[src/rtl/output_port_arbiter.sv]
// Round-robin, burst-limited arbiter that pops FWFT port FIFOs into a single
// registered valid/ready output stage toward the network injection port.
module output_port_arbiter #(
   parameter int PACKET_BITS   = 97,
   parameter int NUM_OUT_PORTS = 7,
   parameter int BURST_LEN     = 4,
   localparam int SEL_BITS     = $clog2(NUM_OUT_PORTS)
) (
   input  logic                               clk,
   input  logic                               reset,
   input  logic [PACKET_BITS*NUM_OUT_PORTS-1:0] internal_out,
   input  logic [NUM_OUT_PORTS-1:0]           empty,
   output logic [NUM_OUT_PORTS-1:0]           rd_en_sel,
   input  logic [NUM_OUT_PORTS-1:0]           port_enable,
   input  logic                               ap_start,
   output logic [PACKET_BITS-1:0]             out_packet,
   output logic                               out_valid,
   input  logic                               out_ready,
   output logic [SEL_BITS-1:0]                out_src
);

   localparam int CNT_W = (BURST_LEN > 1) ? $clog2(BURST_LEN) : 1;

   logic [NUM_OUT_PORTS-1:0] eligible;
   logic                     slot_free;
   logic                     load;
   logic                     burst_cont;
   logic                     scan_found;
   logic [SEL_BITS:0]        scan_sum;
   logic [SEL_BITS-1:0]      scan_idx;
   logic [SEL_BITS-1:0]      sel;
   logic [PACKET_BITS-1:0]   sel_packet;

   logic [SEL_BITS-1:0]      last_grant_q, last_grant_d;
   logic [CNT_W-1:0]         burst_cnt_q, burst_cnt_d;
   logic                     burst_active_q, burst_active_d;
   logic                     out_valid_q, out_valid_d;
   logic [PACKET_BITS-1:0]   out_packet_q, out_packet_d;
   logic [SEL_BITS-1:0]      out_src_q, out_src_d;

   always_comb begin
      eligible   = ~empty & port_enable & {NUM_OUT_PORTS{ap_start}};
      slot_free  = ~out_valid_q | out_ready;
      // Pops are held off while reset is asserted so no FIFO entry is lost.
      load       = reset & slot_free & (|eligible);
      burst_cont = burst_active_q & eligible[last_grant_q] &
                   (burst_cnt_q < CNT_W'(BURST_LEN - 1));

      // Rotation scan starts just after last_grant and visits last_grant last.
      sel        = last_grant_q;
      scan_found = 1'b0;
      scan_sum   = '0;
      scan_idx   = '0;
      for (int k = 1; k <= NUM_OUT_PORTS; k++) begin
         scan_sum = {1'b0, last_grant_q} + (SEL_BITS+1)'(k);
         if (scan_sum >= (SEL_BITS+1)'(NUM_OUT_PORTS))
            scan_sum = scan_sum - (SEL_BITS+1)'(NUM_OUT_PORTS);
         scan_idx = scan_sum[SEL_BITS-1:0];
         if (!scan_found && eligible[scan_idx]) begin
            sel        = scan_idx;
            scan_found = 1'b1;
         end
      end
      if (burst_cont)
         sel = last_grant_q;

      sel_packet = '0;
      for (int i = 0; i < NUM_OUT_PORTS; i++) begin
         if (sel == SEL_BITS'(i))
            sel_packet = internal_out[i*PACKET_BITS +: PACKET_BITS];
      end

      rd_en_sel = '0;
      if (load)
         rd_en_sel[sel] = 1'b1;
   end

   always_comb begin
      last_grant_d   = last_grant_q;
      burst_cnt_d    = burst_cnt_q;
      burst_active_d = burst_active_q;
      out_valid_d    = out_valid_q;
      out_packet_d   = out_packet_q;
      out_src_d      = out_src_q;
      if (load) begin
         out_packet_d   = sel_packet;
         out_src_d      = sel;
         out_valid_d    = 1'b1;
         last_grant_d   = sel;
         burst_cnt_d    = burst_cont ? burst_cnt_q + CNT_W'(1) : '0;
         burst_active_d = 1'b1;
      end else if (out_ready) begin
         out_valid_d    = 1'b0;
         burst_active_d = 1'b0;
      end
   end

   always_ff @(posedge clk or negedge reset) begin
      if (!reset) begin
         last_grant_q   <= SEL_BITS'(NUM_OUT_PORTS - 1);
         burst_cnt_q    <= '0;
         burst_active_q <= 1'b0;
         out_valid_q    <= 1'b0;
         out_packet_q   <= '0;
         out_src_q      <= '0;
      end else begin
         last_grant_q   <= last_grant_d;
         burst_cnt_q    <= burst_cnt_d;
         burst_active_q <= burst_active_d;
         out_valid_q    <= out_valid_d;
         out_packet_q   <= out_packet_d;
         out_src_q      <= out_src_d;
      end
   end

   assign out_packet = out_packet_q;
   assign out_valid  = out_valid_q;
   assign out_src    = out_src_q;

endmodule

[config.mk]
export PLATFORM = sky130hd
export DESIGN_NAME = output_port_arbiter
export DESIGN_NICKNAME = d
export VERILOG_FILES = /design/src/rtl/output_port_arbiter.sv
export SDC_FILE = /design/constraint.sdc
export NUM_CORES = 1
export LEC_CHECK = 0
export ABC_AREA = 1
export CAP_MARGIN = 20
export CORE_AREA = 8 8 310 312
export CTS_BUF_LIST = sky130_fd_sc_hd__clkbuf_4
export DETAILED_ROUTE_END_ITERATION = 10
export DIE_AREA = 0 0 318 320
export SYNTH_ARGS = -nofsm -noshare
export SYNTH_HDL_FRONTEND = slang
export SYNTH_SLANG_ARGS = --single-unit
[constraint.sdc]
create_clock -name clk -period 14.2 [get_ports clk]
set_input_delay 3.55 -clock clk [delete_from_list [all_inputs] [get_ports clk]]
set_output_delay 3.55 -clock clk [all_outputs]
set_load 0.05 [all_outputs]
Yosys cells after proc, flatten, opt, wreduce, memory -nomap -nowiden
Cells that the tools add are included.
- register bits: 106
- bits in latches: 0
- RAM bits: 0
- memory bits (read-only): 0
- input bits: 697
- output and inout port bits: 108
- memories kept: 0
- add/sub/neg operators: 15
- $mul: 0
- div/mod/pow operators: 0
- magnitude comparators: 18
- equality and inequality tests: 6
- shift operators: 0
- mux-type cells: 50
- bitwise operators: 9
- reductions and logical operators: 16
- operators by type and width (kind ; number):
    $mux W97 ; 7
    $mux W3 ; 15
    $lt A3 B4 Y1 const B ; 9
    $ge A4 B3 Y1 const B ; 7
    $bmux W1 S3 ; 8
    $sub A3 B3 Y3 const B ; 7
    $mux W1 ; 17
    $add A3 B3 Y4 const B ; 4
    $and A7 B7 Y7 ; 2
    $eq A3 B3 Y1 const B ; 3
    $add A3 B2 Y4 const B ; 2
    $logic_and A1 B1 Y1 ; 7
    $mux W7 ; 1
    $not A7 Y7 ; 1
    $reduce_or A7 Y1 ; 1
    $eq A3 B2 Y1 const B ; 2
    $logic_not A1 Y1 ; 6
    $add A3 B1 Y4 const B ; 1
    $and A1 B1 Y1 ; 4
    $demux W1 S3 ; 1
    $eq A3 B1 Y1 const B ; 1
    $ge A3 B1 Y1 const B ; 1
    $logic_not A3 Y1 ; 1
    $add A2 B1 Y2 const B ; 1
    5 further kinds ; 5

Longest topological paths before layout
- depth in word-level cells: 33
- gate-level depth with buffers: 34

Least setup slack after synthesis
No wires, ideal clock.
- path kind: in2out
- start point: input ap_start
- end point: output rd_en_sel[0]
- data arrival time: 6.463 ns
- slack: 4.187 ns
- stages: 18
- path buffers: 3
- path through: buf_2 > nand3_1 > nand2_1 > nand3_1 > nand2_1 > nand2_1 > nand2_1 > a21oi_2 > buf_4 > nand3_1 > nor2_2 > nand3_2 > o21ai_1 > inv_2 > nand2_1 > nand2_1 > buf_2 > nor3_1
- longest elaborated chain between the ends: 28
- elaborated cells between the ends (all ways): 53
- RTL lines (element ; line ; text):
    from (decl) ; 15 ; input logic ap_start,
    $and A7 B7 Y7 (*) ; 42 ; eligible = ~empty & port_enable & {NUM_OUT_PORTS{ap_start}};
    $bmux W1 S3 ; 59 ; if (!scan_found && eligible[scan_idx]) begin
    $mux W1 (not written as such) ; 59 ;
    $mux W1 ; 59 ;
    $logic_not A1 Y1 ; 59 ;
    $logic_and A1 B1 Y1 ; 59 ;
    $mux W1 ; 59 ;
    $logic_not A1 Y1 ; 59 ;
    [... 12 more ...] ; n/a ;
    $logic_and A1 B1 Y1 ; 59 ;
    $mux W3 ; 59 ;
    $mux W3 ; 64 ; if (burst_cont)
    $lt A3 B4 Y1 (not written as such) or $ge A3 B1 Y1 (tied branches) ; 75 ; rd_en_sel[sel] = 1'b1;
    $logic_and A1 B1 Y1 (not written as such) ; 75 ;
    $mux W1 (not written as such) ; 75 ;
    $demux W1 S3 ; 75 ;
    $mux W7 (*) ; 74 ; if (load)
    to (decl) ; 13 ; output logic [NUM_OUT_PORTS-1:0] rd_en_sel,
Mark *: on every way between the ends. The rest lies on a longest branch, timed or not. The select of a mux whose other input is x is not followed.

Worst setup path in the final report
- start point: input ap_start
- end point: output rd_en_sel[6]
The elaborated chain is that of the path after synthesis.

==> results.md <==
* Area grow syn2layout at 78.48%
* Fill cells at 10,375
* Skew final at 0.04471 ns
* Root buffer cell: clkbuf_4
* Most common cell after layout, fill and taps aside: nand2_1
* DRC at 0
* CTS tree: done
* Slew headroom at 33.44%
* Grt total ovfl at 0
* Layout cells sized above 1 at 2.959%
* Ys Warns at 0
* CP required at 10.65 ns
* Vias post-DR at 16,245
* Flop2flop setup slack at 7.77 ns
* First-pass GRT wire length at 111,600 microns
* CP Class: input pin to output port
* H-tree level count at 3
* Met2 GRT Util at 24.67%
* Multi-input gate area at 0.007233 sq mm
* Post-synth cell types at 37
* Dpl hpwl at 65,520 microns
* Critical path arrival at 8.53 ns
* Gr usage total at 14.62%
* Number of port buffers at 804
* Post-CTS Resized at 0
* Hold Crit Class: flip-flop to flip-flop
* Mean Syn Cell Area at 5.241 sq um
* Cells after Synth at 2,247
* # rows at 111
* Die ar. at 0.1018 sq mm
* # hold bufs at CTS at 0
* TritonCTS Sinks at 105
* F_max at 82.79 MHz
* DRT Pass-1 Iters at 5
* Worst Tran Pin Value at 0.9947 ns
* Clk slew on worst S/H paths at 0.17 ns
* Busiest grt layer: met2
* Final setup fails at 0
* Final #Nets at 3,680
* Minimum clock period at 12.08 ns
* Synthesized cell area at 0.01178 sq mm
* Max FO, Critical Path at 38
* Unrepaired setup endpoints after global routing: no
* Register Area at 0.002630 sq mm
* Max-cap violation count at 0
* GPL Wtd Cong at 0.8965
* Area leader, netlist: nand2_1
* Post-Place Cells at 4,144
* Largest net degree at the start of global routing at 94
* Via-to-Cell Ratio at 3.894
* Post-route setup TNS at 0 ns
* Initial antenna violation count at 7
* GR Layer Usage met1 at 16.98%
* Post-Layout Cell Count at 4,172
* Max clock buf depth at 2
* Ranking of synthesized cells by area: nand2_1, dfrtp_1, inv_1
* Ports at 805
* Core area at 0.09097 sq mm
* Initial DRC Count at 1,204
* Die Wd at 318 microns
* Register area share after synthesis at 22.33%
* Startpoint Class: input pin
* FF+latch count, synth at 105
* Tcrit/Tclk final at 85.06%
* Max Slew Vio Count at 0
* Post-Syn Nets at 2,958
* Critical Path Sink Type: output port
* Clk Latency, worst-skew pair at 0.64 ns
* Met3 usage at 5.159%
* Final hold vios at 0
* Wirelength, routed at 78,170 microns
* Starting density of the core at 12.95%
* Detail Route Antenna Nets at 0
* Most frequent cells in the layout: nand2_1, clkdlybuf4s50_1, inv_1
* Die Y at 320 microns
* Top-area cell type share of the netlist area at 34.36%
* Routed length per instance at 18.74 microns
* Final Util at 23.11%
* Setup bufs post-CTS at 0
* Vias in the first global route at 16,380
* Outcome: finished, final reports clean
* Num CTS Buffers at 9
==> path summary, 6_finish.rpt <==
check                                startpoint              to  cells past startpoint
worst max-delay path                   ap_start    rd_en_sel[6]                     19
worst min-delay path             out_packet[37]  out_packet[37]                      2
worst max register to register  last_grant_q[1]  out_packet[23]                     28
worst min register to register   out_packet[37]  out_packet[37]                      2
max in group asynchronous                 reset  out_packet[37]                      2
min in group asynchronous                 reset  out_packet[78]                      1
==> cell usage after synthesis, drive strengths merged <==
library cell	instances
o211ai	1
or2	4
nand3b	1
inv	345
a211oi	1
a21oi	14
nand2	1087
clkbuf	33
o21a	2
ha	13
o21bai	1
buf	80
nand4	106
dfrtp	103
nor3	4
nor2	236
fa	1
xor2	4
dfstp	2
nand3	83
o21ai	124
nor4	1
xnor2	1
==> state kept, by name, indices dropped and copies added, names as in the netlist <==
| signal | count |
|---|---|
| out_src | 2 |
| out_valid | 1 |
| last_grant_q | 3 |
| out_packet | 97 |
| burst_cnt_q | 2 |
==> routing by layer <==
metal	vias up	part of all wire, %
met5	-	0.022
met4	4	3.6
met3	97	8.5
met2	665	48
met1	7262	40
li1	8217	-
==> worst max-delay path, cell delays in order <==
cell             delay (ns)
clkdlybuf4s50_1        0.51
nand3_1                0.42
nand2_1                0.10
nand3_1                0.09
nand2_1                0.05
nand2_1                0.07
nand2_1                0.11
a21oi_2                0.41
nand3_1                0.16
nor2_2                 0.14
nand3_2                0.14
o21ai_1                0.15
inv_1                  0.07
nand2_1                0.07
nand2_2                0.09
nor2_1                 0.78
nand2_4                0.52
nor2_1                 0.23
clkdlybuf4s50_1        0.84
==> final cells by class <==
type | count | share of cell area, %
repair buffers | 824 | 39.06
flip-flops and latches | 105 | 12.51
multi-input cells | 1684 | 34.41
clock buffers | 9 | 0.3214
diodes | 12 | 0.1429
clock inverters | 7 | 0.3095
inverters | 345 | 6.185
well taps | 1186 | 7.060
==> per-stage QoR <==
step	setup slack, ns	hold slack [ns]	area, sq um
3_3_place_gp	2.318	0.4624	20860
3_5_place_dp	2.174	0.4639	20860
5_1_grt	1.555	0.5313	21020
6_report	2.122	0.5071	21020
4_1_cts	2.169	0.5110	20990
2_1_floorplan	4.187	0.4570	11780
==> cell families (layout without fill, tap and decap cells) <==
logic type                 after synthesis  after routing  share of synthesized area (%)
other                                    0             12                              0
and+or+nand+nor                       1522           1522                          52.62
AOI/OAI and AO/OA                      143            143                          6.471
adders and majority gates               14             14                          1.551
buffers and inverters                  458           1185                          16.52
DFF                                    105            105                          22.33
xor gates and xnor gates                 5              5                         0.4994
Power is left out: the tool's default activity adds up to more than one toggle a clock period on the data nets, which glitch-free logic cannot reach.
